<file path="config.mk">
export PLATFORM = sky130hd
export DESIGN_NAME = simon_seq_engine
export DESIGN_NICKNAME = d
export VERILOG_FILES = /design/src/rtl/simon_seq_engine.sv
export SDC_FILE = /design/constraint.sdc
export NUM_CORES = 1
export LEC_CHECK = 0
export CAP_MARGIN = 20
export CORE_MARGIN = 5
export CORE_UTILIZATION = 39
export DETAILED_ROUTE_END_ITERATION = 10
export HOLD_SLACK_MARGIN = 0.05
export PLACE_DENSITY = 0.57
export SYNTH_ARGS = -nofsm -noshare
export SYNTH_HDL_FRONTEND = slang
export SYNTH_SLANG_ARGS = --single-unit
</file>
<file path="constraint.sdc">
create_clock -name clk -period 2.58 [get_ports clk]
set_input_delay 0.516 -clock clk [delete_from_list [all_inputs] [get_ports clk]]
set_output_delay 0.516 -clock clk [all_outputs]
set_load 0.01 [all_outputs]
</file>
<file path="src/rtl/simon_seq_engine.sv">
// simon_seq_engine: Simon game sequencer.
// Adds one random button per round, plays the sequence back with fixed
// on/off timing, then checks the player's presses one by one. Ends in a
// sticky LOSE (wrong button) or WIN (MAX_LEN rounds completed).
// Optional build macro SIMON_TIMEOUT_EN: when defined, TIMEOUT_TICKS cycles
// without a new press while waiting for the player also ends in LOSE.
module simon_seq_engine #(
  parameter int BTN_W         = 2,
  parameter int MAX_LEN       = 16,
  parameter int LEN_W         = 5,
  parameter int ON_TICKS      = 30,
  parameter int OFF_TICKS     = 15,
  parameter int TIMEOUT_TICKS = 300
) (
  input  logic             clk,
  input  logic             reset,
  input  logic [BTN_W-1:0] rand_in,
  input  logic [BTN_W-1:0] player_num,
  input  logic             player_pressed,
  output logic             simon_turn,
  output logic [BTN_W-1:0] simon_num,
  output logic             simon_pressed,
  output logic [LEN_W-1:0] round_len,
  output logic             game_over,
  output logic             win
);

  localparam int IDX_W  = (MAX_LEN > 1) ? $clog2(MAX_LEN) : 1;
  localparam int T_MAX0 = (ON_TICKS > OFF_TICKS) ? ON_TICKS : OFF_TICKS;
  localparam int T_MAX  = (T_MAX0 > TIMEOUT_TICKS) ? T_MAX0 : TIMEOUT_TICKS;
  localparam int TICK_W = $clog2(T_MAX + 1);

  localparam logic [TICK_W-1:0] ON_LAST  = TICK_W'(ON_TICKS - 1);
  localparam logic [TICK_W-1:0] OFF_LAST = TICK_W'(OFF_TICKS - 1);
  localparam logic [LEN_W-1:0]  LEN_MAX  = LEN_W'(MAX_LEN);
`ifdef SIMON_TIMEOUT_EN
  localparam logic [TICK_W-1:0] TO_LAST  = TICK_W'(TIMEOUT_TICKS - 1);
`endif

  typedef enum logic [2:0] {
    S_ADD,
    S_SHOW_ON,
    S_SHOW_OFF,
    S_WAIT_PRESS,
    S_WAIT_RELEASE,
    S_LOSE,
    S_WIN
  } state_t;

  state_t            state, state_nxt;
  logic [IDX_W-1:0]  idx, idx_nxt;
  logic [TICK_W-1:0] tick, tick_nxt;
  logic [LEN_W-1:0]  len_q, len_nxt;
  logic [BTN_W-1:0]  num_q;
  logic              prev_pressed;
  logic              mem_we;
  logic              rise, fall, last_step;
  logic [BTN_W-1:0]  mem [MAX_LEN];

  assign rise      = player_pressed & ~prev_pressed;
  assign fall      = ~player_pressed & prev_pressed;
  // idx points at the final element of the current sequence
  assign last_step = (LEN_W'(idx) == (len_q - LEN_W'(1)));

  // Sequence storage: one new entry per round, never cleared
  always_ff @(posedge clk) begin
    if (mem_we) mem[len_q[IDX_W-1:0]] <= rand_in;
  end

  // State, counters and edge-detect history
  always_ff @(posedge clk or posedge reset) begin
    if (reset) begin
      state        <= S_ADD;
      idx          <= '0;
      tick         <= '0;
      len_q        <= '0;
      prev_pressed <= 1'b0;
    end else begin
      state        <= state_nxt;
      idx          <= idx_nxt;
      tick         <= tick_nxt;
      len_q        <= len_nxt;
      prev_pressed <= player_pressed;
    end
  end

  // Last shown button, so simon_num holds steady between lit phases
  always_ff @(posedge clk or posedge reset) begin
    if (reset)                   num_q <= '0;
    else if (state == S_SHOW_ON) num_q <= mem[idx];
  end

  // Next-state and counter updates
  always_comb begin
    state_nxt = state;
    idx_nxt   = idx;
    tick_nxt  = tick;
    len_nxt   = len_q;
    mem_we    = 1'b0;
    case (state)
      S_ADD: begin
        mem_we    = 1'b1;
        len_nxt   = len_q + LEN_W'(1);
        idx_nxt   = '0;
        tick_nxt  = '0;
        state_nxt = S_SHOW_ON;
      end
      S_SHOW_ON: begin
        if (tick == ON_LAST) begin
          tick_nxt  = '0;
          state_nxt = S_SHOW_OFF;
        end else begin
          tick_nxt = tick + TICK_W'(1);
        end
      end
      S_SHOW_OFF: begin
        if (tick == OFF_LAST) begin
          tick_nxt = '0;
          if (last_step) begin
            idx_nxt   = '0;
            state_nxt = S_WAIT_PRESS;
          end else begin
            idx_nxt   = idx + IDX_W'(1);
            state_nxt = S_SHOW_ON;
          end
        end else begin
          tick_nxt = tick + TICK_W'(1);
        end
      end
      S_WAIT_PRESS: begin
        // only a fresh rising edge counts; a button held on entry is ignored
        if (rise) begin
          tick_nxt  = '0;
          state_nxt = (player_num == mem[idx]) ? S_WAIT_RELEASE : S_LOSE;
        end
`ifdef SIMON_TIMEOUT_EN
        else if (tick == TO_LAST) begin
          state_nxt = S_LOSE;
        end else begin
          tick_nxt = tick + TICK_W'(1);
        end
`endif
      end
      S_WAIT_RELEASE: begin
        if (fall) begin
          if (!last_step) begin
            idx_nxt   = idx + IDX_W'(1);
            tick_nxt  = '0;
            state_nxt = S_WAIT_PRESS;
          end else if (len_q == LEN_MAX) begin
            state_nxt = S_WIN;
          end else begin
            state_nxt = S_ADD;
          end
        end
      end
      S_LOSE:  state_nxt = S_LOSE;
      S_WIN:   state_nxt = S_WIN;
      default: state_nxt = S_ADD;
    endcase
  end

  // Outputs decode straight from state so reset takes effect immediately
  assign simon_turn    = (state == S_ADD) || (state == S_SHOW_ON) || (state == S_SHOW_OFF);
  assign simon_pressed = (state == S_SHOW_ON);
  assign simon_num     = simon_pressed ? mem[idx] : num_q;
  assign round_len     = len_q;
  assign game_over     = (state == S_LOSE);
  assign win           = (state == S_WIN);

endmodule

</file>
After elaboration in Yosys (flattened, before gate mapping)
Memories as Yosys holds them, arrays and structs flattened.
Cells that the tools add are included.

storage, ports and cells
  input bits = 7
  flip-flop bits (word level) = 24
  RAM bits = 32
  memories kept = 1

memories
  name  depth  width  rd ports  clocked after memory_dff  write ports  line  text
  mem   16     2      1         0                         1            58    logic [BTN_W-1:0] mem [MAX_LEN];

cells by class
  eq/ne operators = 16
  bitwise operators = 4
  mux-type cells = 24
  add/subtract/negate cells = 4
  reduce and logical (&&, ||, !) cells = 8

operators with widths
  operator             number
  $mux 9               5
  $pmux 9 s5           1
  $pmux 3 s7           1
  $mux 3               6
  $mux 4               4
  $pmux 4 s3           1
  $reduce_and 4->1     3
  $add 9x1->9 const B  1
  $eq 3x3->1 const B   3
  $eq 9x4->1 const B   1
  $eq 9x5->1 const B   1
  $ne 2x2->1 const B   4
  $eq 3x2->1 const B   2
  $add 5x1->5 const B  1
  $eq 4x5->1           1
  $eq 5x5->1 const B   1
  $reduce_bool 5->1    1
  $sub 5x1->5 const B  1
  $add 4x1->4 const B  1
  $mux 1               4
  $mux 2               2
  $eq 3x1->1 const B   1
  $logic_not 3->1      1
  $reduce_bool 3->1    1
  other kinds (5)      8

Logic depth before layout (Yosys ltp)
  depth after elaboration = 5
  gate-level depth with buffers = 8
  mapped depth without buffers = 8

Worst setup path after synthesis
Ideal clock, no wire load.

  path type = reg-to-reg
  start = register len_q[0] (netlist: round_len[0])
  end = register state[0]
  stages on the path, launching flop included = 9
  library setup time = 0.126 ns
  setup slack = 0.396 ns
  path buffers = 0
  data arrival time = 2.058 ns
  period minus slack after synthesis = 2.184 ns
  cell sequence = dfrtp_1 -> inv_1 -> ha_1 -> nor3b_2 -> xor2_1 -> or3_1 -> a21oi_1 -> o22ai_1 -> a221o_1

between the ends
  longest elaborated chain between the ends = 5

ends and longest elaborated chain
  what                    line  text
  start, declared         53    logic [LEN_W-1:0] len_q, len_nxt;
  start signal, assigned  82    len_q <= len_nxt;
  $sub 5x1->5             63    assign last_step = (LEN_W'(idx) == (len_q - LEN_W'(1)));
  $eq 4x5->1              63
  $mux 3                  146   if (!last_step) begin
  $mux 3                  145   if (fall) begin
  $pmux 3 s7              100   case (state)
  end signal, assigned    79    state <= state_nxt;
  end, declared           50    state_t state, state_nxt;

No other way between the ends. The select of a mux whose other input is x is not followed.
A chain may end at the register's enable or synchronous reset.

Final worst setup path
  start = register idx[0]
  end = output port simon_num[0]

between the ends
  longest elaborated chain between the ends = 2

ends and longest elaborated chain
  what                    line  text
  start, declared         51    logic [IDX_W-1:0] idx, idx_nxt;
  start signal, assigned  80    idx <= idx_nxt;
  $mem_v2 16x2            n/a
  $mux 2                  n/a
  end, declared           21    output logic [BTN_W-1:0] simon_num,

No other way between the ends.

==> flow_metrics.env <==
export IMPL_outcome="complete, no violations"
export IMPL_p_leak_nw=1.29
export IMPL_async_flop_share_pct=42.9
export IMPL_cp_end_kind="output pin"
export IMPL_utilization_pct=46.8
export IMPL_yosys_area_share_simple_pct=14.3
export IMPL_cts_tree="built"
export IMPL_post_route_min_period_ns=2.42
export IMPL_area_growth_pct=16.1
export IMPL_combinationalPowerShare_pct=15.7
export IMPL_grt_pass1_wl_um=10400
export IMPL_die_w_um=97.1
export IMPL_setup_tns_final_ns=0
export IMPL_row_count=31
export IMPL_synth_top_family_by_area="compound AO/OA/AOI/OAI gates"
export IMPL_insertion_delay_ns=0.32
export IMPL_ant_nets=0
export IMPL_finalHoldViolCount=0
export IMPL_crit_type="flop to output pin"
export IMPL_final_nets=294
export IMPL_dp_hpwl_um=4410
export IMPL_cts_sinks=56
export IMPL_core_area_mm2=0.00733
export IMPL_initial_core_util_pct=40.3
export IMPL_dieArea_mm2=0.00943
export IMPL_syn_area_mm2=0.00296
export IMPL_fin_crit_sh_pct=93.9
export IMPL_synth_main_ff_cell="edfxtp_1"
export IMPL_fmax_ghz=0.413
export IMPL_die_h_um=97.1
export IMPL_synth_compound_area_share_pct=15.2
export IMPL_path_clk_slew_ns=0.11
export IMPL_synth_xor_area_share_pct=4.61
export IMPL_drc=0
export IMPL_grtUsageTotal_pct=13.6
export IMPL_syn_inst=249
export IMPL_numCtsBuffers=5
export IMPL_critical_path_arrival_ns=1.91
export IMPL_multi_input_area_mm2=0.00132
export IMPL_diodes=0
export IMPL_ys_seq_area_share_pct=52.8
export IMPL_synth_edff_count=32
export IMPL_ys_types=58
export IMPL_peakVddDrop_mv=0.209
export IMPL_wl_per_cell_um=15.9
export IMPL_grt_pass1_vias=1983
export IMPL_synth_seq_cells=56
export IMPL_drive_above_1_share_pct=18.6
export IMPL_antenna_found_initial=0
export IMPL_first_pass_iters=4
export IMPL_cap_violations=0
export IMPL_p_clk_share_pct=29.2
export IMPL_post_drt_via_cell_ratio=5.22
export IMPL_fin_skew_ns=0.00958
export IMPL_r2r_cells=8
export IMPL_hold_path_class="input pin to async pin"
export IMPL_cts_buffer_depth=2
export IMPL_setup_viol=0
export IMPL_p_sw_mw=0.487
export IMPL_gr_total_overflow=0
export IMPL_rsz0062_at_grt="no"
export IMPL_tightest_slew_ns=0.621
export IMPL_synthMuxAreaShare_pct=6.09
export IMPL_synthAdderAreaFrac_pct=3.38
export IMPL_yosys_warnings=0
export IMPL_totalWireLength_um=6040
export IMPL_num_fill_cells=655
export IMPL_whs_ns=0.545
export IMPL_via_count=1980
export IMPL_power_density_mw_per_mm2=511
export IMPL_slew_headroom_pct=58.6
export IMPL_ctsRootBufferMaster="clkbuf_8"
export IMPL_portBuffers=17
export IMPL_postSynthAreaPerCell_um2=11.9
export IMPL_worstPathMaxFanout=14
export IMPL_htreeDepth=2
export IMPL_maxSlewViolCount=0
export IMPL_seqPwrFrac_pct=55.1
export IMPL_ios=18
export IMPL_worstPathRequired_ns=2.06
export IMPL_drtIter0Drc=96
export IMPL_p_sw_share_pct=27.7
export IMPL_seqCellArea_mm2=0.00156
export IMPL_gp_congestion=0.792
export IMPL_p_int_mw=1.27
export IMPL_grt_max_degree=25
export IMPL_worstSetupStartpointType="flop"
export IMPL_synth_fp_nets=264
layout by cell type (no fill, tap or decap), types with 2 or more instances in the layout:
| cell type | count |
|---|---|
| a21oi_1 | 14 |
| a221oi_2 | 4 |
| a22o_1 | 4 |
| a22oi_2 | 2 |
| a31o_1 | 2 |
| a31oi_1 | 4 |
| and3_1 | 3 |
| and3b_1 | 2 |
| buf_4 | 16 |
| clkbuf_2 | 2 |
| clkbuf_8 | 5 |
| clkdlybuf4s50_1 | 15 |
| dfrtp_1 | 24 |
| edfxtp_1 | 32 |
| ha_1 | 8 |
| inv_1 | 7 |
| inv_6 | 2 |
| mux2i_1 | 9 |
| mux4_2 | 4 |
| nand2_1 | 12 |
| nand2b_1 | 8 |
| nand3_1 | 7 |
| nand3b_1 | 3 |
| nor2_1 | 23 |
| nor2b_1 | 3 |
| nor3_1 | 5 |
| nor3_2 | 3 |
| o21a_1 | 4 |
| o21ai_0 | 3 |
| o21ai_1 | 2 |
| o21bai_1 | 3 |
| o22ai_1 | 4 |
| xnor2_1 | 9 |
| xor2_1 | 4 |
critical path, cell delays in order (launching register included):
cell	delay, ns
dfrtp_1	0.39
buf_12	0.17
mux4_2	0.52
a22oi_2	0.22
a31oi_1	0.13
clkbuf_2	0.16
power by group through the flow:
stage / Combinational (mW) / Clock (mW) / Sequential [mW]
after global routing: 0.312 / 0.560 / 0.968
final: 0.276 / 0.513 / 0.967
after floorplan: 0.187 / 0 / 0.987
after global placement: 0.278 / 0 / 0.986
after CTS: 0.279 / 0.523 / 0.967
after detailed placement: 0.280 / 0 / 0.986
Yosys cell counts (2+ instances only):
cell type | n | share of area [%]
a21oi_1 | 14 | 2.4
a221oi_1 | 4 | 1.2
a22o_1 | 4 | 1.2
a22oi_1 | 3 | 0.76
a31o_1 | 2 | 0.59
a31oi_1 | 4 | 0.85
and3_1 | 3 | 0.63
and3b_1 | 2 | 0.59
buf_2 | 3 | 0.51
buf_6 | 2 | 0.76
clkbuf_1 | 4 | 0.51
dfrtp_1 | 24 | 20
edfxtp_1 | 32 | 32
ha_1 | 8 | 3.4
inv_1 | 7 | 0.89
mux2i_1 | 9 | 3.0
mux4_2 | 4 | 3.0
nand2_1 | 12 | 1.5
nand2b_1 | 8 | 1.7
nand3_1 | 7 | 1.2
nand3b_1 | 3 | 0.76
nor2_1 | 23 | 2.9
nor2b_1 | 3 | 0.63
nor3_1 | 5 | 0.85
nor3_2 | 3 | 1.0
o21a_1 | 4 | 1.0
o21ai_0 | 5 | 0.85
o21bai_1 | 3 | 0.76
o22ai_1 | 4 | 0.85
xnor2_1 | 9 | 2.7
xor2_1 | 4 | 1.2
kinds of logic (layout without fill, tap and decap cells):
| logic type | Yosys count | after routing |
|---|---|---|
| AND/OR/NAND/NOR | 78 | 78 |
| flip-flops | 56 | 56 |
| multiplexers | 13 | 13 |
| AO/OA/AOI/OAI | 61 | 61 |
| adder cells (fa/ha/maj) | 8 | 8 |
| buffers and inverters | 19 | 50 |
| XOR/XNOR | 14 | 14 |
final cells by class:
type                       instances  share of cell area, %
sequential                        56                   45.5
timing repair buffer              34                   8.75
clock inverter                     3                  0.729
clock buffer                       5                   2.00
tap                               99                   3.61
multi-input combinational        174                   38.6
inverter                           8                  0.875
per-stage QoR:
step                      worst slack (ns)  area (um^2)  total power [mW]  instances
after floorplan                      0.396         2960              1.17        249
after global placement              0.0597         3310              1.26        370
after detailed placement         -0.000980         3310              1.27        370
after CTS                           0.0247         3440              1.77        379
after global routing               0.00953         3430              1.84        379
final                                0.157         3430              1.76        379
flip-flops by register name, summed over array words and instances, names as in the netlist:
register	count
num_q	2
mem	32
idx	4
round_len	5
tick	9
prev_pressed	1
state	3
layer usage:
metal | up-vias | routed length, um | track usage (%)
met5 | - | 0 | 0
met3 | 8 | 203 | 3.02
met1 | 941 | 3200 | 20.5
met4 | 0 | 82 | 3.35
met2 | 37 | 2550 | 19.9
li1 | 994 | - | -
repair_timing:
item                                    in CTS  in global routing
resized for setup                           12                  2
pin swaps                                    2                  4
hold buffers                                 0                  0
endpoints found under the setup margin       2                  2
buffers inserted                             1                  0
path summary, 6_finish.rpt:
kind | slack (ns) | to | startpoint
worst max register to register | 0.30 | tick[3]$_DFFE_PP0P_ | round_len[1]$_DFFE_PP0P_
worst min-delay path | 0.54 | tick[7]$_DFFE_PP0P_ | reset
min in group clk | 0.55 | tick[5]$_DFFE_PP0P_ | tick[5]$_DFFE_PP0P_
worst max-delay path | 0.16 | simon_num[0] | idx[0]$_DFFE_PP0P_
max in group asynchronous | 1.78 | round_len[3]$_DFFE_PP0P_ | reset
worst min register to register | 0.55 | tick[5]$_DFFE_PP0P_ | tick[5]$_DFFE_PP0P_
(Power assumes the default switching activity.)
